--- src/rtl/i2c_cmd_sequencer_if.sv ---
// i2c_cmd_sequencer_if: command ROM, I2C master handshake and status signals of the sequencer
interface i2c_cmd_sequencer_if #(
    parameter int ADDR_W = 4
);
    logic              go;
    logic [ADDR_W-1:0] cmd_addr;
    logic [15:0]       cmd_data;
    logic              m_start;
    logic [6:0]        m_slave_addr;
    logic [7:0]        m_data;
    logic              m_rst;
    logic              m_busy;
    logic              m_error;
    logic              active;
    logic              done;
    logic              fail;
    logic [ADDR_W-1:0] fail_index;

    modport master (
        input  go, cmd_data, m_busy, m_error,
        output cmd_addr, m_start, m_slave_addr, m_data, m_rst, active, done, fail, fail_index
    );

    modport slave (
        output go, cmd_data, m_busy, m_error,
        input  cmd_addr, m_start, m_slave_addr, m_data, m_rst, active, done, fail, fail_index
    );
endinterface

--- src/rtl/i2c_cmd_sequencer.sv ---
// i2c_cmd_sequencer: plays a command ROM into a single-byte-write I2C master; retries enabled by I2C_SEQ_RETRY_EN
module i2c_cmd_sequencer #(
    parameter int NUM_CMDS     = 16,
    parameter int ADDR_W       = 4,
    parameter int RETRY_MAX    = 3,
    parameter int GAP_CYCLES   = 500,
    parameter int BUSY_TIMEOUT = 65535
) (
    input logic                  clk,
    input logic                  rst_n,
    i2c_cmd_sequencer_if.master  bus
);
    localparam int TW = $clog2(BUSY_TIMEOUT + 1);
    localparam int GW = $clog2(GAP_CYCLES + 1);

    typedef enum logic [3:0] {
        IDLE, FETCH, LOAD, ISSUE, WAIT_BUSY, WAIT_DONE, RECOVER, GAP, DONE, FAIL
    } state_t;

    state_t            state, state_nx;
    logic [ADDR_W-1:0] idx;
    logic [ADDR_W-1:0] fail_idx;
    logic [6:0]        slave_addr;
    logic [7:0]        data;
    logic              last;
    logic              retry;
    logic              rec_cnt;
    logic [TW-1:0]     to_cnt;
    logic [GW-1:0]     gap_cnt;
    logic              waiting;
    logic              timeout;
    logic              gap_end;
    logic              rec_end;
    logic              can_retry;

    assign waiting = state inside {WAIT_BUSY, WAIT_DONE};
    assign timeout = to_cnt == TW'(BUSY_TIMEOUT);
    assign gap_end = gap_cnt == GW'(GAP_CYCLES - 1);
    assign rec_end = state == RECOVER && rec_cnt;

`ifdef I2C_SEQ_RETRY_EN
    localparam int RW = $clog2(RETRY_MAX + 2);
    logic [RW-1:0] retry_cnt;

    assign can_retry = retry_cnt < RW'(RETRY_MAX);

    // retry budget for the loaded command, restarted on every fresh load
    always_ff @(posedge clk or negedge rst_n) begin
        if (!rst_n)
            retry_cnt <= '0;
        else if (state == LOAD)
            retry_cnt <= '0;
        else if (rec_end && can_retry)
            retry_cnt <= retry_cnt + 1'b1;
    end
`else
    // retries disabled: every recovery ends the sequence, whatever RETRY_MAX says
    assign can_retry = RETRY_MAX < 0;
`endif

    // state register
    always_ff @(posedge clk or negedge rst_n) begin
        if (!rst_n)
            state <= IDLE;
        else
            state <= state_nx;
    end

    // next-state logic; a wait-state timeout is handled exactly like a master error
    always_comb begin
        state_nx = state;
        case (state)
            IDLE, DONE, FAIL: if (bus.go) state_nx = FETCH;
            FETCH:            state_nx = LOAD;
            LOAD:             state_nx = ISSUE;
            ISSUE:            state_nx = WAIT_BUSY;
            WAIT_BUSY:        if (bus.m_busy) state_nx = WAIT_DONE;
                              else if (timeout) state_nx = RECOVER;
            WAIT_DONE:        if (bus.m_error || timeout) state_nx = RECOVER;
                              else if (!bus.m_busy) state_nx = last ? DONE : GAP;
            RECOVER:          if (rec_cnt) state_nx = can_retry ? GAP : FAIL;
            GAP:              if (gap_end) state_nx = retry ? ISSUE : FETCH;
            default:          state_nx = IDLE;
        endcase
    end

    // wait, gap and recovery counters; the wait counter restarts on every state change
    always_ff @(posedge clk or negedge rst_n) begin
        if (!rst_n) begin
            to_cnt  <= '0;
            gap_cnt <= '0;
            rec_cnt <= 1'b0;
        end else begin
            if (!waiting || state_nx != state)
                to_cnt <= '0;
            else if (!timeout)
                to_cnt <= to_cnt + 1'b1;
            gap_cnt <= (state == GAP && !gap_end) ? gap_cnt + 1'b1 : '0;
            rec_cnt <= state == RECOVER && !rec_cnt;
        end
    end

    // command index, loaded command fields, retry flag and failing index
    always_ff @(posedge clk or negedge rst_n) begin
        if (!rst_n) begin
            idx        <= '0;
            slave_addr <= '0;
            data       <= '0;
            last       <= 1'b0;
            retry      <= 1'b0;
            fail_idx   <= '0;
        end else begin
            if (state inside {IDLE, DONE, FAIL} && bus.go)
                idx <= '0;
            else if (state == GAP && gap_end && !retry)
                idx <= idx + 1'b1;
            if (state == LOAD) begin
                slave_addr <= bus.cmd_data[14:8];
                data       <= bus.cmd_data[7:0];
                last       <= bus.cmd_data[15] || idx == ADDR_W'(NUM_CMDS - 1);
            end
            if (rec_end && can_retry)
                retry <= 1'b1;
            else if (state == GAP && gap_end)
                retry <= 1'b0;
            if (rec_end && !can_retry)
                fail_idx <= idx;
        end
    end

    assign bus.cmd_addr     = idx;
    assign bus.m_start      = state == ISSUE;
    assign bus.m_slave_addr = slave_addr;
    assign bus.m_data       = data;
    assign bus.m_rst        = state == RECOVER;
    assign bus.active       = !(state inside {IDLE, DONE, FAIL});
    assign bus.done         = state == DONE;
    assign bus.fail         = state == FAIL;
    assign bus.fail_index   = fail_idx;
endmodule

--- src/flat_wrapper.sv ---
// flat-port wrapper written by rule: the top's interface ports become plain ports
module i2c_cmd_sequencer_flat 
#(
    parameter int NUM_CMDS     = 16,
    parameter int ADDR_W       = 4,
    parameter int RETRY_MAX    = 3,
    parameter int GAP_CYCLES   = 500,
    parameter int BUSY_TIMEOUT = 65535
)
  (clk, rst_n, bus_go, bus_cmd_data, bus_m_busy, bus_m_error, bus_cmd_addr, bus_m_start, bus_m_slave_addr, bus_m_data, bus_m_rst, bus_active, bus_done, bus_fail, bus_fail_index);
  i2c_cmd_sequencer_if #(.ADDR_W(ADDR_W)) bus_i ();
  input logic clk;
  input logic rst_n;
  input wire logic [$bits(bus_i.go)-1:0] bus_go;
  input wire logic [$bits(bus_i.cmd_data)-1:0] bus_cmd_data;
  input wire logic [$bits(bus_i.m_busy)-1:0] bus_m_busy;
  input wire logic [$bits(bus_i.m_error)-1:0] bus_m_error;
  output wire logic [$bits(bus_i.cmd_addr)-1:0] bus_cmd_addr;
  output wire logic [$bits(bus_i.m_start)-1:0] bus_m_start;
  output wire logic [$bits(bus_i.m_slave_addr)-1:0] bus_m_slave_addr;
  output wire logic [$bits(bus_i.m_data)-1:0] bus_m_data;
  output wire logic [$bits(bus_i.m_rst)-1:0] bus_m_rst;
  output wire logic [$bits(bus_i.active)-1:0] bus_active;
  output wire logic [$bits(bus_i.done)-1:0] bus_done;
  output wire logic [$bits(bus_i.fail)-1:0] bus_fail;
  output wire logic [$bits(bus_i.fail_index)-1:0] bus_fail_index;
  assign bus_i.go = bus_go;
  assign bus_i.cmd_data = bus_cmd_data;
  assign bus_i.m_busy = bus_m_busy;
  assign bus_i.m_error = bus_m_error;
  assign bus_cmd_addr = bus_i.cmd_addr;
  assign bus_m_start = bus_i.m_start;
  assign bus_m_slave_addr = bus_i.m_slave_addr;
  assign bus_m_data = bus_i.m_data;
  assign bus_m_rst = bus_i.m_rst;
  assign bus_active = bus_i.active;
  assign bus_done = bus_i.done;
  assign bus_fail = bus_i.fail;
  assign bus_fail_index = bus_i.fail_index;
  i2c_cmd_sequencer #(.NUM_CMDS(NUM_CMDS), .ADDR_W(ADDR_W), .RETRY_MAX(RETRY_MAX), .GAP_CYCLES(GAP_CYCLES), .BUSY_TIMEOUT(BUSY_TIMEOUT)) u_core (.clk(clk), .rst_n(rst_n), .bus(bus_i));
endmodule
--- config.mk ---
export PLATFORM = sky130hd
export DESIGN_NAME = i2c_cmd_sequencer_flat
export DESIGN_NICKNAME = d
export VERILOG_FILES = /design/src/rtl/i2c_cmd_sequencer_if.sv /design/src/rtl/i2c_cmd_sequencer.sv /design/src/flat_wrapper.sv
export SDC_FILE = /design/constraint.sdc
export NUM_CORES = 1
export LEC_CHECK = 0
export CORE_MARGIN = 3
export CORE_UTILIZATION = 52
export DETAILED_ROUTE_END_ITERATION = 10
export PLACE_DENSITY = 0.92
export SLEW_MARGIN = 10
export SYNTH_ARGS = -nofsm -noshare
export SYNTH_HDL_FRONTEND = slang
export SYNTH_SLANG_ARGS = --single-unit
export TNS_END_PERCENT = 1
--- constraint.sdc ---
create_clock -name clk -period 2.42 [get_ports clk]
set_input_delay 0.242 -clock clk [delete_from_list [all_inputs] [get_ports clk]]
set_output_delay 0.242 -clock clk [all_outputs]
set_load 0.1 [all_outputs]
==> metrics.yaml <==
cts_setup_buffers: 0
syn_nets: 266
fmax_mhz: 497
setup_ws_ns: 0.408
drv_slew: 0
post_drt_wl_per_cell_um: 15.5
nets: 316
rows: 25
dp_cells: 352
powerDensity_nw_per_um2: 1290
mostFrequentLayoutCell: "dfrtp_1"
antenna_cells: 0
core_area_um2: 4820
finalSetupTns_ns: 0
finalSetupViolCount: 0
antenna_left: 0
grt_pass1_wl_um: 9920
antenna_found_initial: 0
synth_cell_types: 49
cts_max_level: 2
fin_area_um2: 3210
rsz0062_at_grt: "false"
crit_type: "register to register"
drive_above_1_share_pct: 23.2
die_h_um: 77.1
maxCapViolCount: 0
root_buffer: "clkbuf_8"
cp-start-kind: "register"
synth-seq-cells: 54
cts_tree: "done"
numCtsBuffers: 5
syn_area_um2: 2630
max_slew_margin_pct: 41.0
syn_avg_cell_area_um2: 10.9
grt_max_degree: 41
place_congestion: 0.814
postSynthCellCount: 242
cp.arrival_ns: 2.18
finalHoldViolations: 0
cp-end-kind: "register"
port_buffers: 48
final.setup_skew_ns: 0.0127
path_max_fanout: 16
drt-vias-per-instance: 5.69
yosysWarnings: 0
fin_crit_sh_pct: 83.1
dpl.hpwl_um: 3970
irDropWorstVdd_mv: 1.40
drt_iter0_drc: 131
period_minus_slack_ns: 2.01
critPathRequiredTime_ns: 2.59
clock_latency_ns: 0.31
preCtsSetupSlack_ns: 0.424
synth.yosys.seq_area_share_pct: 51.4
layout_common_cells: "dfrtp_1, nor2_1, buf_4"
fin_util_pct: 66.6
area_growth_pct: 22.0
dr_total_vias: 2048
ctsHoldBuffers: 0
p_leak_nw: 1.34
track_usage_pct: 20.6
cts.sinks: 54
clkTransAtPathRegs_ns: 0.10
ios: 49
cts.path.max_buffers: 2
first_pass_iters: 4
placed_area_um2: 3100
cts_resized: 0
start_util_pct: 54.6
hp-class: "input port to async pin"
die-area_um2: 5950
overflow: 0
outcome: "finished, final reports clean"
grt_pass1_vias: 2085
drc: 0
die_x_um: 77.1
rrSetupSlack_ns: 0.41
routed_wl_um: 5580
layout.cells.non_filler: 360
worst_pin_slew_ns: 0.885
==> critical path: stages, from the launching register on <==
cell and delay, ns:
dfrtp_1 0.39, ha_1 0.26, nand3_1 0.17, nor4_4 0.40, or3_1 0.55, nor2_1 0.11
==> routing by layer <==
layer,GRT usage (%),wire [um]
met1,26.6,2390
met2,33.2,2840
met3,5.05,277
met4,8.54,80
met5,0,0
==> flip-flops by register name, indices dropped and copies added, names as in the netlist <==
| register | count |
|---|---|
| u_core.state | 4 |
| u_core.bus.cmd_addr | 4 |
| u_core.rec_cnt | 1 |
| u_core.gap_cnt | 9 |
| u_core.bus.fail_index | 4 |
| u_core.last | 1 |
| u_core.bus.m_slave_addr | 7 |
| u_core.bus.m_data | 8 |
| u_core.to_cnt | 16 |
==> power breakdown <==
part           switching [mW]  total [mW]  internal [mW]
Combinational            1.63        2.22          0.587
Sequential              0.214        1.32           1.11
Clock                   0.303       0.611          0.308
==> Yosys cell counts, drive strengths merged <==
master | instances | area, um2
a2111oi | 1 | 8.76
a211o | 1 | 8.76
a211oi | 1 | 7.51
a21oi | 14 | 73.8
a31oi | 1 | 6.26
and2 | 1 | 6.26
and2b | 1 | 7.51
and3 | 1 | 6.26
and4 | 2 | 17.5
buf | 5 | 47.5
clkbuf | 4 | 16.3
dfrtp | 54 | 1350
ha | 3 | 37.5
inv | 7 | 26.3
mux2 | 20 | 225
mux2i | 2 | 20.0
nand2 | 11 | 41.3
nand2b | 2 | 12.5
nand3 | 10 | 50.1
nand3b | 1 | 7.51
nand4 | 5 | 46.3
nand4b | 1 | 8.76
nand4bb | 1 | 11.3
nor2 | 33 | 124
nor2b | 1 | 6.26
nor3 | 7 | 35.0
nor3b | 2 | 15.0
nor4 | 5 | 46.3
nor4b | 2 | 32.5
nor4bb | 2 | 20.0
o211ai | 2 | 15.0
o21a | 1 | 7.51
o21ai | 4 | 20.0
o21bai | 1 | 7.51
o221ai | 1 | 8.76
o31ai | 5 | 37.5
or2 | 2 | 12.5
or3 | 7 | 43.8
or3b | 1 | 11.3
or4 | 4 | 30.0
xnor2 | 9 | 78.8
xor2 | 4 | 35.0
==> path summary, 6_finish.rpt <==
| check | start | to | depth (start not counted) |
|---|---|---|---|
| worst min register to register | u_core.to_cnt[0] | u_core.to_cnt[0] | 1 |
| worst min-delay path | rst_n | u_core.to_cnt[9] | 1 |
| max in group asynchronous | rst_n | u_core.bus.m_data[2] | 2 |
| worst max register to register | u_core.to_cnt[0] | u_core.to_cnt[4] | 5 |
| worst max-delay path | u_core.to_cnt[0] | u_core.to_cnt[4] | 5 |
| min in group clk | u_core.to_cnt[0] | u_core.to_cnt[0] | 1 |
==> cell families (layout without fill, tap and decap cells) <==
logic type | Yosys count | after routing | share of synthesized area, %
simple gates | 102 | 102 | 22.5
flops | 54 | 54 | 51.4
compound gates | 32 | 32 | 7.66
mux | 22 | 22 | 9.32
buf+inv | 16 | 67 | 3.42
xor+xnor | 13 | 13 | 4.33
fa+ha+maj | 3 | 3 | 1.43
==> area by class of cell <==
| class | instances | area (um2) |
|---|---|---|
| fill | 371 | 1610 |
| sequential | 54 | 1350 |
| multi-input combinational | 172 | 1200 |
| timing repair buffer | 52 | 435 |
| tap | 67 | 83.8 |
| clock buffer | 5 | 68.8 |
| clock inverter | 3 | 45.0 |
| inverter | 7 | 26.3 |
==> stage by stage <==
step	total power, mW	hold WS, ns
after detailed placement	3.57	0.413
after CTS	4.18	0.0803
final	4.15	0.0420
after floorplan	3.11	-0.0536
after global routing	4.35	0.107
after global placement	3.52	0.406
(Power assumes the default switching activity.)
